`config.mk`:
```
export PLATFORM = sky130hd
export DESIGN_NAME = bin_seq_gen
export DESIGN_NICKNAME = d
export VERILOG_FILES = /design/src/rtl/bin_seq_gen.sv
export SDC_FILE = /design/constraint.sdc
export NUM_CORES = 1
export LEC_CHECK = 0
export BUFFER_PORTS_ARGS = -buffer_cell sky130_fd_sc_hd__buf_2
export CAP_MARGIN = 15
export CORE_ASPECT_RATIO = 0.7
export CORE_MARGIN = 2
export CORE_UTILIZATION = 25
export DETAILED_ROUTE_END_ITERATION = 6
export GPL_ROUTABILITY_DRIVEN = 1
export SLEW_MARGIN = 40
export SYNTH_ARGS = -nofsm -noshare
export SYNTH_HDL_FRONTEND = slang
export SYNTH_SLANG_ARGS = --single-unit
```
`constraint.sdc`:
```
create_clock -name clk -period 8.9 [get_ports clk]
set_clock_uncertainty 0.2 [all_clocks]
set_input_delay 0 -clock clk [delete_from_list [all_inputs] [get_ports clk]]
set_output_delay 0 -clock clk [all_outputs]
set_load 0.02 [all_outputs]
```
`src/rtl/bin_seq_gen.sv`:
```
// bin_seq_gen: small instruction sequencer that replays count/load/clear
// scripts on the control pins of an N-bit universal binary counter.
// Instruction word layout: {op[2:0], cnt[CW-1:0], data[N-1:0]}.
//
// Handshake note: there is no valid/ready pair here. start is a
// single-cycle request that is honoured only in IDLE. abort is honoured in
// any state and takes priority over start. done is a one-cycle
// acknowledgement of normal completion. busy is high whenever the FSM is
// outside IDLE.
module bin_seq_gen #(
  parameter int N     = 8,
  parameter int DEPTH = 16,
  parameter int AW    = 4,
  parameter int CW    = 8
) (
  input  logic            clk,
  input  logic            reset,
  input  logic            prog_we,
  input  logic [AW-1:0]   prog_addr,
  input  logic [3+CW+N-1:0] prog_data,
  input  logic            start,
  input  logic            abort,
  output logic            dut_rst,
  output logic            syn_clr,
  output logic            load,
  output logic            en,
  output logic            up,
  output logic [N-1:0]    d,
  output logic            busy,
  output logic            done,
  output logic [AW-1:0]   pc,
  output logic [1:0]      dbg_state
);

  localparam int IW = 3 + CW + N;

  typedef enum logic [1:0] {
    S_IDLE  = 2'd0,
    S_FETCH = 2'd1,
    S_EXEC  = 2'd2
  } state_t;

  typedef enum logic [2:0] {
    OP_WAIT = 3'd0,
    OP_UP   = 3'd1,
    OP_DN   = 3'd2,
    OP_LOAD = 3'd3,
    OP_SCLR = 3'd4,
    OP_RST  = 3'd5,
    OP_LOOP = 3'd6,
    OP_HALT = 3'd7
  } op_t;

  logic [IW-1:0] mem [DEPTH];

  state_t        state;
  op_t           ir_op;
  logic [CW-1:0] ir_cnt;
  logic [AW-1:0] ir_tgt;
  logic [CW-1:0] rem;
  logic          loop_act;
  logic [CW-1:0] lc;

  logic [2:0]    f_op;
  logic [CW-1:0] f_cnt;
  logic [N-1:0]  f_data;

  logic          multi_cycle;
  logic          last_pc;
  logic          loop_jump;
  logic          loop_act_nxt;
  logic [CW-1:0] lc_nxt;
  logic          jump;

  // Word at the current pc, split into its fields for the FETCH cycle.
  assign {f_op, f_cnt, f_data} = mem[pc];

  // Only WAIT/UP/DN honour the cycle count; every other op takes one cycle.
  assign multi_cycle = (ir_op == OP_WAIT) || (ir_op == OP_UP) || (ir_op == OP_DN);
  assign last_pc     = (pc == AW'(DEPTH - 1));
  assign jump        = (ir_op == OP_LOOP) && loop_jump;
  assign busy        = (state != S_IDLE);
  assign dbg_state   = state;

  // Program store: writes only land while idle so a running script is stable.
  always_ff @(posedge clk) begin
    if (prog_we && state == S_IDLE) begin
      mem[prog_addr] <= prog_data;
    end
  end

  // Loop decision for the LOOP instruction in EXEC; a single shared counter,
  // so a second LOOP met while one is active simply uses the same lc.
  always_comb begin
    loop_jump    = 1'b0;
    loop_act_nxt = loop_act;
    lc_nxt       = lc;
    if (!loop_act) begin
      if (ir_cnt != '0) begin
        loop_jump    = 1'b1;
        loop_act_nxt = 1'b1;
        lc_nxt       = ir_cnt - 1'b1;
      end
    end else if (lc == '0) begin
      loop_act_nxt = 1'b0;
    end else begin
      loop_jump = 1'b1;
      lc_nxt    = lc - 1'b1;
    end
  end

  // Sequencer FSM with registered control outputs.
  always_ff @(posedge clk) begin
    if (reset) begin
      state    <= S_IDLE;
      pc       <= '0;
      ir_op    <= OP_WAIT;
      ir_cnt   <= '0;
      ir_tgt   <= '0;
      rem      <= '0;
      loop_act <= 1'b0;
      lc       <= '0;
      dut_rst  <= 1'b0;
      syn_clr  <= 1'b0;
      load     <= 1'b0;
      en       <= 1'b0;
      up       <= 1'b0;
      d        <= '0;
      done     <= 1'b0;
    end else if (abort) begin
      state    <= S_IDLE;
      loop_act <= 1'b0;
      lc       <= '0;
      dut_rst  <= 1'b0;
      syn_clr  <= 1'b0;
      load     <= 1'b0;
      en       <= 1'b0;
      up       <= 1'b0;
      done     <= 1'b0;
    end else begin
      case (state)
        S_IDLE: begin
          done <= 1'b0;
          if (start) begin
            pc    <= '0;
            state <= S_FETCH;
          end
        end

        S_FETCH: begin
          ir_op  <= op_t'(f_op);
          ir_cnt <= f_cnt;
          ir_tgt <= f_data[AW-1:0];
          rem    <= (f_cnt == '0) ? '0 : f_cnt - 1'b1;
          state  <= S_EXEC;
          case (op_t'(f_op))
            OP_UP: begin
              en <= 1'b1;
              up <= 1'b1;
            end
            OP_DN:   en      <= 1'b1;
            OP_LOAD: begin
              load <= 1'b1;
              d    <= f_data;
            end
            OP_SCLR: syn_clr <= 1'b1;
            OP_RST:  dut_rst <= 1'b1;
            default: ;
          endcase
        end

        S_EXEC: begin
          if (multi_cycle && rem != '0) begin
            rem <= rem - 1'b1;
          end else begin
            dut_rst <= 1'b0;
            syn_clr <= 1'b0;
            load    <= 1'b0;
            en      <= 1'b0;
            up      <= 1'b0;
            if (ir_op == OP_LOOP) begin
              loop_act <= loop_act_nxt;
              lc       <= lc_nxt;
            end
            if (jump) begin
              pc    <= ir_tgt;
              state <= S_FETCH;
            end else if (ir_op == OP_HALT || last_pc) begin
              // Explicit HALT, or running off the end of the store: pc is not wrapped.
              state    <= S_IDLE;
              done     <= 1'b1;
              loop_act <= 1'b0;
              lc       <= '0;
            end else begin
              pc    <= pc + 1'b1;
              state <= S_FETCH;
            end
          end
        end

        default: state <= S_IDLE;
      endcase
    end
  end

endmodule
```
Word level (Yosys, flattened, before mapping)
Memories as Yosys holds them, arrays and structs flattened. A register that Yosys moved wholly into a read port is not among the register bits.
Index checks and enable logic that the tools add are counted.
- register bits: 52
- bits in writable memories: 304
- input bits: 28
- word-level logic and storage cells: 119
- memories: 1
- memories (memory ; words ; bits a word ; rd ports ; clocked after memory_dff ; write ports ; RTL line ; RTL):
    mem ; 16 ; 19 ; 1 ; 1 ; 1 ; 54 ; logic [IW-1:0] mem [DEPTH];
- $add $sub $neg: 5
- equality and inequality tests: 23
- multiplexer cells: 44
- bitwise gates (word level): 2
- reduce and logical (&&, ||, !) cells: 29
- operators by type and width (kind ; number):
    $mux 8 ; 8
    $sub 8x1->8 const B ; 4
    $mux 4 ; 6
    $reduce_and 3->1 ; 7
    $mux 1 ; 19
    $logic_not 8->1 ; 2
    $pmux 8 s2 ; 1
    $reduce_bool 8->1 ; 2
    $ne 2x2->1 const B ; 7
    $eq 3x3->1 const B ; 4
    $pmux 1 s2 ; 6
    $eq 3x2->1 const B ; 3
    $pmux 4 s2 ; 1
    $eq 3x1->1 const B ; 2
    $ne 2x1->1 const B ; 3
    $pmux 2 s3 ; 1
    $reduce_and 2->1 ; 3
    $reduce_bool 2->1 ; 3
    $reduce_and 5->1 ; 1
    $add 4x1->4 const B ; 1
    $eq 4x4->1 const B ; 1
    $mux 2 ; 2
    $reduce_and 4->1 ; 1
    $reduce_or 2->1 ; 2
    other kinds (8) ; 13

Longest topological paths before layout
- depth after elaboration: 9
- depth in mapped cells: 14

Worst setup path before layout
No wires, ideal clock.
- path kind: register to register
- start: reg state[0] (netlist: dbg_state[0])
- end: mem mem[0][0] (netlist name), enable pin
- data arrival time: 2497 ps
- data required time: 8281 ps
- slack: 5784 ps
- cell stages (with the launch flop): 6
- buffers on the path: 0
- cells stage by stage: dfxtp_1 > inv_1 > ha_1 > nand2_1 > or3_1 > nor3_1
- longest elaborated chain between the ends: 4
- ends and longest elaborated chain (item ; RTL line ; RTL):
    start: declaration ; 56 ; state_t state;
    start signal: assignment ; 115 ; state <= S_IDLE;
    start signal: assignment ; 131 ; state <= S_IDLE;
    start signal: assignment ; 146 ; state <= S_FETCH;
    $logic_not 2->1 ; 87 ; if (prog_we && state == S_IDLE) begin
    $logic_and 1x1->1 ; 87 ;
    $mux 1 ; 87 ;
    $mux 1 (implied by the code) ; 88 ; mem[prog_addr] <= prog_data;
    end: declaration ; 54 ;
Every way passes these cells.

==> impl_metrics.env <==
export IMPL_crit_type="reg2reg"
export IMPL_ys_ff_latch=360
export IMPL_h_tree_depth=2
export IMPL_drv_cap=0
export IMPL_slowest_delay_ns=0.68
export IMPL_hpwl_um=20480
export IMPL_rsz0062_at_grt="false"
export IMPL_hold_violations=0
export IMPL_vias=8033
export IMPL_dieArea_mm2=0.06076
export IMPL_leakagePower_nw=5.588
export IMPL_tightest_slew_ns=0.7805
export IMPL_grt_pass1_vias=8288
export IMPL_postLayoutCellArea_mm2=0.01738
export IMPL_wire_per_inst_um=19.23
export IMPL_diodes=0
export IMPL_die_x_um=293.8
export IMPL_initial_utilization=0.2523
export IMPL_tns_ns=0
export IMPL_fillers=5672
export IMPL_setup_viol=0
export IMPL_min_delay_start="prog_addr[2]"
export IMPL_placementRows=74
export IMPL_ys_top_cells_by_area="edfxtp_1 62%, mux4_2 11%, dfxtp_1 7.6%"
export IMPL_status="finished, final reports clean"
export IMPL_layout_drive_gt1_share=0.2324
export IMPL_r2r_cells=8
export IMPL_min_path_type="in2reg"
export IMPL_critPathLaunchType="flop"
export IMPL_core_area_mm2=0.05824
export IMPL_finalNetCount=995
export IMPL_viasPerCell=4.614
export IMPL_critPathArrivalTime_ns=4.26
export IMPL_syn_to_final_growth_pct=18.29
export IMPL_power_density_mw_per_mm2=200.2
export IMPL_crit_chain="buf_4, mux4_2, o22ai_1, a31oi_1, a21oi_1, a41oi_1, a221oi_1, a211oi_1"
export IMPL_grt_max_degree=46
export IMPL_drtIter0Drc=726
export IMPL_drt_wl_total_um=33490
export IMPL_place_area_mm2=0.01594
export IMPL_numPortBuffers=48
export IMPL_syn_instance_count=856
export IMPL_crit_fanout=45
export IMPL_globalRouteOverflowTotal=0
export IMPL_antenna_left=0
export IMPL_clock_path_buffers=3
export IMPL_dr_pass1_iters=7
export IMPL_drc=0
export IMPL_finalCritPeriodShare=0.4576
export IMPL_gp_congestion=0.8145
export IMPL_cts_sinks=360
export IMPL_yosys_area_top_type="edfxtp_1"
export IMPL_antenna_found_initial=1
export IMPL_hold_depth=4
export IMPL_worstHoldEndpoint="mem[5][7]$_DFFE_PP_"
export IMPL_rrSetupSlack_ns=4.83
export IMPL_clk_pin_slew_ns=0.06
export IMPL_ys_async_sr_fraction=0
export IMPL_maxSlewHeadroom=0.4797
export IMPL_reg2reg_to="rem[1]$_SDFFE_PP0P_"
export IMPL_grt_usage=0.1118
export IMPL_cts_tree="yes"
export IMPL_ys_warn_count=0
export IMPL_num_io_pins=49
export IMPL_slowest_stage="dfxtp_4"
export IMPL_postCtsSetupBuffers=0
export IMPL_synth_yosys_seq_area_share=0.6975
export IMPL_cts_buffers=36
export IMPL_clk_latency_ns=0.54
export IMPL_synthFlopType="edfxtp_1"
export IMPL_root_buffer="clkbuf_16"
export IMPL_ir_drop_mv=0.1034
export IMPL_fin_crit_ns=4.072
export IMPL_crit_required_ns=9.08
export IMPL_die_h_um=206.8
export IMPL_grt_pass1_wl_um=51540
export IMPL_slew_viol_final=0
export IMPL_syn_num_nets=897
export IMPL_netlist_area_leader_share=0.6213
export IMPL_yosys_cell_types_count=63
export IMPL_synth_edf_count=304
export IMPL_end_kind="flop"
export IMPL_synth_area_per_cell_um2=17.17
export IMPL_syn_area_mm2=0.01469
export IMPL_max_freq_ghz=0.2456
routing by layer:
layer,up-vias,wire [um],track usage
li1,3625,-,-
met1,4165,15250,0.1522
met2,195,15890,0.1849
met3,46,1824,0.02141
met4,2,514,0.02788
met5,-,13,0
worst max path at each step:
stage	endpoint	cells after the start	from
after global placement	rem[6]$_SDFFE_PP0P_	11	flop
after global routing	rem[1]$_SDFFE_PP0P_	8	flop
after CTS	rem[1]$_SDFFE_PP0P_	8	flop
final	rem[1]$_SDFFE_PP0P_	8	flop
after detailed placement	rem[1]$_SDFFE_PP0P_	8	flop
after floorplan	mem[0][0]$_DFFE_PP_	5	dbg_state[0]$_SDFFE_PP0P_
state kept, by name, indices dropped and copies added, names as in the netlist, named ones only:
| signal | flops |
|---|---|
| en | 1 |
| loop_act | 1 |
| up | 1 |
| rem | 8 |
| load | 1 |
| dut_rst | 1 |
| pc | 4 |
| d | 8 |
| ir_tgt | 4 |
| lc | 8 |
| mem | 304 |
| ir_op | 3 |
| done | 1 |
| syn_clr | 1 |
| ir_cnt | 8 |
| dbg_state | 2 |
report_power, final:
| part | internal, mW | switching, mW | leakage, nW | total, mW |
|---|---|---|---|---|
| Combinational | 0.0417 | 0.0790 | 1.82 | 0.121 |
| Clock | 0.875 | 0.629 | 0.571 | 1.50 |
| Sequential | 1.85 | 0.00777 | 3.20 | 1.86 |
area by class of cell:
class,count,area [um^2],area share
multi-input cells,442,4233,0.2435
clock inverters,23,241.5,0.01389
flip-flops and latches,360,10260,0.5901
repair buffers,95,693.2,0.03988
clock buffers,42,933.4,0.05370
well taps,760,950.9,0.05471
inverters,19,72.57,0.004175
metrics by stage:
stage | cells | utilization | setup slack [ns] | hold WS [ns] | total power, mW
after floorplan | 856 | - | 5.784 | -0.1011 | 1.949
after global placement | 1648 | 0.2728 | 4.580 | 0.1592 | 1.998
after detailed placement | 1650 | 0.2738 | 4.828 | 0.1713 | 2.002
after CTS | 1741 | 0.2984 | 4.791 | 0.09857 | 3.527
after global routing | 1741 | 0.2985 | 4.545 | 0.1169 | 3.611
final | 1741 | 0.2985 | 4.828 | 0.1187 | 3.480
worst max-delay path: cells and delay by family (launching register included):
kind	cells	cell delay, ns
compound gates	6	1.76
buf+inv	1	0.68
flops	1	0.68
mux	1	0.58
placed cells by master, fill, tap and decap left out, drive strengths merged, types with 20 or more instances in the layout:
cell,count
a21oi,43
buf,69
clkbuf,42
dfxtp,56
dlygate4sd3,26
edfxtp,304
mux2i,21
mux4,85
nand2,64
nor2,48
nor3,20
logic make-up after synthesis:
kind of cell | synth area share
buf+inv | 0.01831
xor+xnor | 0.008940
simple gates | 0.06020
fa+ha+maj | 0.01107
mux | 0.1502
flops | 0.6975
compound gates | 0.05373
timing repair:
item	CTS	global route
hold buffers	26	0
resized for setup	0	0
setup endpoints to repair	0	0
hold endpoints to repair	436	0
cells in the mapped netlist, drive strengths merged (2+ instances only):
master   instances
nand2b          12
mux4            85
edfxtp         304
o31ai            2
a2111oi          3
nand4            2
and3             3
nor3            20
nor3b            2
a221oi           3
a22o             2
a2bb2oi          4
nor2            48
buf             14
o2bb2ai          2
a31o             3
dfxtp           56
nor4             3
mux2i           21
o2111ai          2
nand3b           2
mux2             3
or4              4
a21oi           43
xnor2           11
or2              2
a211oi           7
inv             17
clkbuf          21
o21ai           12
xor2             4
a31oi            4
ha              13
nand3            8
clkinv           2
a21o             6
and2             2
nand2           64
o22ai            4
nor2b            6
and3b            2
a22oi           14
or3              5
(Power assumes the default switching activity.)
